**src/rtl/sdm_cic_decimator.sv**
```systemverilog
// sdm_cic_decimator: multi-channel 1-bit SDM to PCM CIC decimator with clamp and warm-up
module sdm_cic_decimator #(
   parameter int CH    = 2,
   parameter int ORDER = 4,
   parameter int LOG2R = 6,
   parameter int OUT_W = 16
) (
   input  logic                clk,
   input  logic                rst,
   input  logic                clear,
   input  logic                valid_in,
   input  logic [CH-1:0]       din,
   output logic                valid_out,
   output logic [CH*OUT_W-1:0] dout,
   output logic [CH-1:0]       sat
);
   localparam int NL    = ORDER * LOG2R;
   localparam int ACC_W = NL + 2;
   localparam int SH    = NL + 1 - OUT_W;
   localparam int WW    = $clog2(ORDER + 1);
   typedef logic signed [ACC_W-1:0] acc_t;
   localparam acc_t ONE     = acc_t'(1);
   localparam acc_t POS_LIM = (ONE <<< NL) - ONE;
   localparam acc_t NEG_LIM = -(ONE <<< NL);

   acc_t                int_q [CH][ORDER];
   acc_t                int_d [CH][ORDER];
   acc_t                comb_q[CH][ORDER];
   acc_t                comb_d[CH][ORDER];
   acc_t                dly_q [CH][ORDER];
   acc_t                dly_d [CH][ORDER];
   acc_t                ycl   [CH];
   logic [CH-1:0]       over;
   logic [LOG2R-1:0]    cnt_q, cnt_d;
   logic [ORDER+1:0]    tok_q, tok_d;
   logic [WW-1:0]       warm_q, warm_d;
   logic                valid_q, valid_d;
   logic [CH*OUT_W-1:0] dout_q, dout_d;
   logic [CH-1:0]       sat_q, sat_d;

   // clamp the final comb output to the representable output range and flag clipping
   always_comb begin
      over = '0;
      for (int k = 0; k < CH; k++) begin
         over[k] = comb_q[k][ORDER-1] > POS_LIM || comb_q[k][ORDER-1] < NEG_LIM;
         ycl[k]  = comb_q[k][ORDER-1] > POS_LIM ? POS_LIM :
                   comb_q[k][ORDER-1] < NEG_LIM ? NEG_LIM : comb_q[k][ORDER-1];
      end
   end

   // integrators ripple within one cycle so the token sample is already in the last stage
   always_comb begin
      acc_t acc;
      acc     = '0;
      int_d   = int_q;
      comb_d  = comb_q;
      dly_d   = dly_q;
      cnt_d   = cnt_q;
      tok_d   = tok_q;
      warm_d  = warm_q;
      valid_d = 1'b0;
      dout_d  = dout_q;
      sat_d   = sat_q;
      if (clear) begin
         int_d  = '{default: '0};
         comb_d = '{default: '0};
         dly_d  = '{default: '0};
         cnt_d  = '0;
         tok_d  = '0;
         warm_d = '0;
      end else begin
         tok_d = {tok_q[ORDER:0], valid_in && cnt_q == '1};
         if (valid_in) begin
            cnt_d = cnt_q + 1'b1;
            for (int k = 0; k < CH; k++) begin
               acc = din[k] ? ONE : -ONE;
               for (int j = 0; j < ORDER; j++) begin
                  acc         = acc + int_q[k][j];
                  int_d[k][j] = acc;
               end
            end
         end
         for (int k = 0; k < CH; k++)
            for (int j = 0; j < ORDER; j++)
               if (tok_q[j]) begin
                  acc          = j == 0 ? int_q[k][ORDER-1] : comb_q[k][j-1];
                  comb_d[k][j] = acc - dly_q[k][j];
                  dly_d[k][j]  = acc;
               end
         if (tok_q[ORDER+1]) begin
            if (warm_q == WW'(ORDER)) begin
               valid_d = 1'b1;
               sat_d   = over;
               for (int k = 0; k < CH; k++)
                  dout_d[k*OUT_W +: OUT_W] = OUT_W'(ycl[k] >>> SH);
            end else begin
               warm_d = warm_q + 1'b1;
            end
         end
      end
   end

   // state registers, asynchronously cleared
   always_ff @(posedge clk or posedge rst) begin
      if (rst) begin
         int_q   <= '{default: '0};
         comb_q  <= '{default: '0};
         dly_q   <= '{default: '0};
         cnt_q   <= '0;
         tok_q   <= '0;
         warm_q  <= '0;
         valid_q <= 1'b0;
         dout_q  <= '0;
         sat_q   <= '0;
      end else begin
         int_q   <= int_d;
         comb_q  <= comb_d;
         dly_q   <= dly_d;
         cnt_q   <= cnt_d;
         tok_q   <= tok_d;
         warm_q  <= warm_d;
         valid_q <= valid_d;
         dout_q  <= dout_d;
         sat_q   <= sat_d;
      end
   end

   assign valid_out = valid_q;
   assign dout      = dout_q;
   assign sat       = sat_q;
endmodule

```
**config.mk**
```make
export PLATFORM = sky130hd
export DESIGN_NAME = sdm_cic_decimator
export DESIGN_NICKNAME = d
export VERILOG_FILES = /design/src/rtl/sdm_cic_decimator.sv
export SDC_FILE = /design/constraint.sdc
export NUM_CORES = 2
export LEC_CHECK = 0
export ABC_AREA = 0
export BUFFER_PORTS_ARGS = -buffer_cell sky130_fd_sc_hd__buf_2
export CELL_PAD_IN_SITES_DETAIL_PLACEMENT = 1
export CELL_PAD_IN_SITES_GLOBAL_PLACEMENT = 1
export CORE_MARGIN = 2
export CORE_UTILIZATION = 35
export CTS_BUF_LIST = sky130_fd_sc_hd__clkbuf_4
export CTS_CLUSTER_SIZE = 40
export DETAILED_ROUTE_END_ITERATION = 6
export MAX_ROUTING_LAYER = met4
export PLACE_DENSITY = 0.66
export SYNTH_ARGS = -nofsm -noshare
export SYNTH_HDL_FRONTEND = slang
export SYNTH_SLANG_ARGS = --single-unit
```
**constraint.sdc**
```tcl
create_clock -name clk -period 23.6 [get_ports clk]
set_clock_uncertainty 0.15 [all_clocks]
set_input_delay 2.36 -clock clk [delete_from_list [all_inputs] [get_ports clk]]
set_output_delay 2.36 -clock clk [all_outputs]
set_load 0.01 [all_outputs]
```
Word-level counts from Yosys, hierarchy flattened
Index checks and enable logic that the tools add are counted.

cells by class
  $add $sub $neg = 18
  order comparisons = 4
  equal/unequal tests = 3
  mux-type cells = 35
  bitwise gates (word level) = 1
  reduce and logical (&&, ||, !) cells = 11

operator list
  operator              number
  $mux 208              4
  $mux 26               18
  $add 26x26->26        8
  $sub 26x26->26        8
  $mux 25               4
  $gt 26x25->1 const B  2
  $lt 26x25->1 const B  2
  $mux 6                3
  $reduce_bool 2->1     6
  $mux 3                3
  $add 6x1->6 const B   1
  $eq 6x6->1 const B    1
  $add 3x1->3 const B   1
  $eq 3x3->1 const B    1
  $mux 1                3
  $reduce_and 3->1      1
  $logic_or 1x1->1      2
  $ne 2x2->1 const B    1
  $reduce_and 2->1      1
  $logic_and 1x1->1     1
  $not 1->1             1

word-level totals
  register bits = 674
  input bits = 6
  output and inout bits = 35
  logic and storage cells = 102

Depth between registers and ports, before layout
  depth in word-level cells = 7
  gate-level depth with buffers = 39
  gate-level depth less buffers = 38

Least setup slack after synthesis
OpenSTA, ideal clock, no wires.

  kind = input to register
  from = in din[0]
  to = reg int_q[129] (netlist bit)
  setup time = 0.065 ns
  arrival time = 9.564 ns
  required time = 23.385 ns
  path slack = 13.821 ns
  stages on the path = 36
  cell sequence = inv_1 ha_1 a21o_1 a21oi_1 o21bai_1 a2111oi_0 nor2_1 a21o_1 a21oi_1 xnor2_1 ha_1 a21oi_1 o21bai_1 a211oi_1 nor2_1 nand3_1 and3b_1 xnor2_1 ha_1 and3_1 and3_1 a31oi_1 nand2_1 o211a_1 a21oi_1 xnor2_1 ha_1 inv_1 nor2_1 a211o_1 a31o_1 a221oi_1 nand3_1 mux2_4 a211oi_2 a31o_1

between the ends
  cells in the longest elaborated chain, start to end = 7

ends and longest elaborated chain
  what                         line  RTL
  start, declared              12    input logic [CH-1:0] din,
  $mux 26                      76    acc = din[k] ? ONE : -ONE;
  $add 26x26->26 (4 in a row)  78    acc = acc + int_q[k][j];
  $mux 208                     73    if (valid_in) begin
  $mux 208                     64    if (clear) begin
  end signal, assigned         116   int_q <= int_d;
  end, declared                26    acc_t int_q [CH][ORDER];

No other way between the ends. The select of a mux whose other input is x is not followed.
A chain may end at the register's enable or synchronous reset.

Worst setup path in the final report
Same ends and word-level chain as after synthesis.

==> impl_metrics.ini <==
[place]
pre_cts_slack_ps = 12770
place_congestion = 0.859
io_buffer_count = 40
dp_hpwl_um = 67200

[power]
peakVddDrop_mv = 0.0669
p_leak_nw = 22.7
cellPowerDensity_nw_per_um2 = 125
power_mw = 6.14

[global_route]
antenna_found_initial = 2
grtUsageMet1_pct = 19.3
grt_pass1_wl_um = 170000
grt_overflow = 0
gr-usage-all-layers_pct = 15.5
top_usage_layer = met2
groute.layer.met2.usage_pct = 25.4
grt_pass1_vias = 35916
grt_start_max_net_pins = 175
grtUsageMet3_pct = 2.62

[floorplanning]
core_um2 = 126000
die_x_um = 361
ios = 41
std_cell_rows = 130
initial_core_util_pct = 35.4
dieArea_um2 = 130000
die_y_um = 361

[final_layout]
layout.nets = 5363
register_area_um2 = 16400
multi_input_area_um2 = 26300
syn2layout_area_growth_pct = 9.70
drive_above_1_share_pct = 8.02
fill_cells = 14573

[worst_setup_path]
arrival_ps = 10600
r2r_cells = 37
r2r-start = int_q[182]
end_kind = register
cp-start-kind = input pin
reg2reg_slack_ps = 15060
cp_slowest_stage_delay_ps = 540
crit_path_top_delay_cell = a2111oi_0
path_max_fanout = 26
worstPathRequired_ps = 24400
crit_type = in -> reg
reg2reg_to = int_q[129]

[sta]
period_needed_ps = 9800
finalSetupViolCount = 0
fin_crit_sh_pct = 41.5
grt_setup_unrepaired = false
drv_slew = 0
max_slew_margin_pct = 30.2
hold_viol = 0
fin_setup_tns_ps = 0
worst_slew_pin_slew_ps = 1050
max_freq_ghz = 0.102
fin_ws_ps = 13800
whs_ps = 307

[clock_tree]
clock_latency_ps = 1070
cts_setup_buffers = 0
post_cts_resized = 0
cts_hold_buf = 0
cts_root_buffer = clkbuf_4
cts_made_buffers = 189
clk_pin_slew_ps = 60
cts_buffer_depth = 3
cts_sinks = 656
htree_levels = 4
cts_tree = done

[routing]
post_drt_wl_per_cell_um = 14.4
via_per_inst = 5.05
num_vias = 33925
drc = 0
drtPass1Iterations = 5
routed_wl_um = 96600
postRouteAntennaNets = 0
drtIter0Drc = 1026

[synth]
synth_area_um2 = 44600
synth_area_leaders = dfrtp_1 37%, ha_1 12%, mux2i_1 11%, nor2_1 6.2%, xnor2_1 4.7%
synth-simple-area-share_pct = 13.1
postSynthCellCount = 4843
synth_mux_area_share_pct = 11.0
syn_nets = 5280
netlist.top_cell.by_area = dfrtp_1
ys_seq_area_share_pct = 36.8
syn_avg_cell_area_um2 = 9.21
synth_cell_type_count = 88
yosys.area_share.adder_pct = 12.4
synth-seq-cells = 656
synth_edf_count = 0
synth-xor-area-share_pct = 6.70
yosysTopAreaCellShare_pct = 36.8
async_flop_share_pct = 100
synth_compound_area_share_pct = 15.7
ys_warn_count = 0
synth_top_family_by_area = compound AO/OA/AOI/OAI gates
ys.flop_type = dfrtp_1

[hold_path]
hold_start = sat[0]
worstHoldPathType = reg -> reg
hold-path-endpoint = sat[0]
hold_depth = 2

[status]
outcome = finished clean

[run]
maxCapViolations = 0
[critical path: cells and delay by family]
family	cells	cell delay, ps
adder cells (fa/ha/maj)	4	1530
AO/OA/AOI/OAI	17	3940
buffers and inverters	3	340
XOR/XNOR	3	560
multiplexers	1	310
AND/OR/NAND/NOR	12	1510
[power breakdown]
group | switching [mW] | internal, mW | leakage [nW]
sequential | 0.0922 | 1.24 | 9.01
combinational | 2.11 | 1.61 | 12.2
clock | 0.513 | 0.570 | 1.44
total | 2.72 | 3.42 | 22.7
[layout make-up]
class	count	area share, %
clock buffer	276	4.23
sequential	656	33.6
clock inverter	61	0.752
timing repair buffer	61	0.874
inverter	347	2.68
tap	1650	4.22
multi-input combinational	3671	53.7
antenna	2	0.0102
[placed cells by master (no fill, tap or decap), drive strengths merged, types with 9 or more instances in the layout]
master   instances
o21bai          44
o21ai          228
o211ai          22
nand2b          63
xnor2          240
a21oi          315
mux2i          489
and3            21
nand3           59
clkinv          50
o22ai           10
a22o            10
nand4           22
nand3b          12
and2            12
clkbuf         276
a211oi          63
a21o           143
ha             415
a31oi           44
nand2          220
fa              16
o31ai           19
nor2           735
a211o           14
buf             61
a2111oi          9
o21a            44
nor3            61
dfrtp          656
o311ai          12
a21boi          21
or2             15
or3             17
xor2            95
inv            352
nor2b           54
[layer usage]
layer	share of wire, %	vias up
li1	-	17211
met1	49	16259
met2	46	289
met3	2.6	166
met4	2.1	0
met5	0	-
[logic make-up (layout without fill, tap and decap cells)]
group / Yosys count / in the layout
other: 0 / 2
AOI/OAI and AO/OA: 1086 / 1086
xor gates and xnor gates: 337 / 337
muxes: 491 / 491
buffers and inverters: 516 / 745
and+or+nand+nor: 1326 / 1326
adders and majority gates: 431 / 431
DFF: 656 / 656
[synthesized netlist by cell type (all sizes together), types with 37 or more instances]
cell and count:
o21bai 44, nor2 735, buf 37, nand2b 63
o21ai 228, xnor2 240, a211oi 63, inv 347
a21o 143, a31oi 44, nor3 61, a21oi 315
xor2 95, clkbuf 132, nor2b 54, o21a 44
nand2 220, nand3 59, dfrtp 656, mux2i 489
ha 415
[stage by stage]
step / instance area (um2) / util [%] / instances
2_1_floorplan: 44600 / - / 4843
3_3_place_gp: 46500 / 36.9 / 6385
3_5_place_dp: 46500 / 36.9 / 6385
4_1_cts: 48900 / 38.8 / 6722
5_1_grt: 48900 / 38.8 / 6724
6_report: 48900 / 38.8 / 6724
[sequential cells by signal (all words and copies together), names as in the netlist]
name       cells
cnt_q          6
comb_q       190
dly_q        208
dout          32
int_q        208
sat            2
tok_q          6
valid_out      1
warm_q         3
[how the worst max path moves through the flow]
stage	from	to
2_1_floorplan	rst	cnt_q[0]
3_3_place_gp	din[0]	int_q[129]
3_5_place_dp	din[0]	int_q[129]
4_1_cts	din[0]	int_q[129]
5_1_grt	din[0]	int_q[129]
6_report	din[0]	int_q[129]
Power figures use the tool's default switching activity.
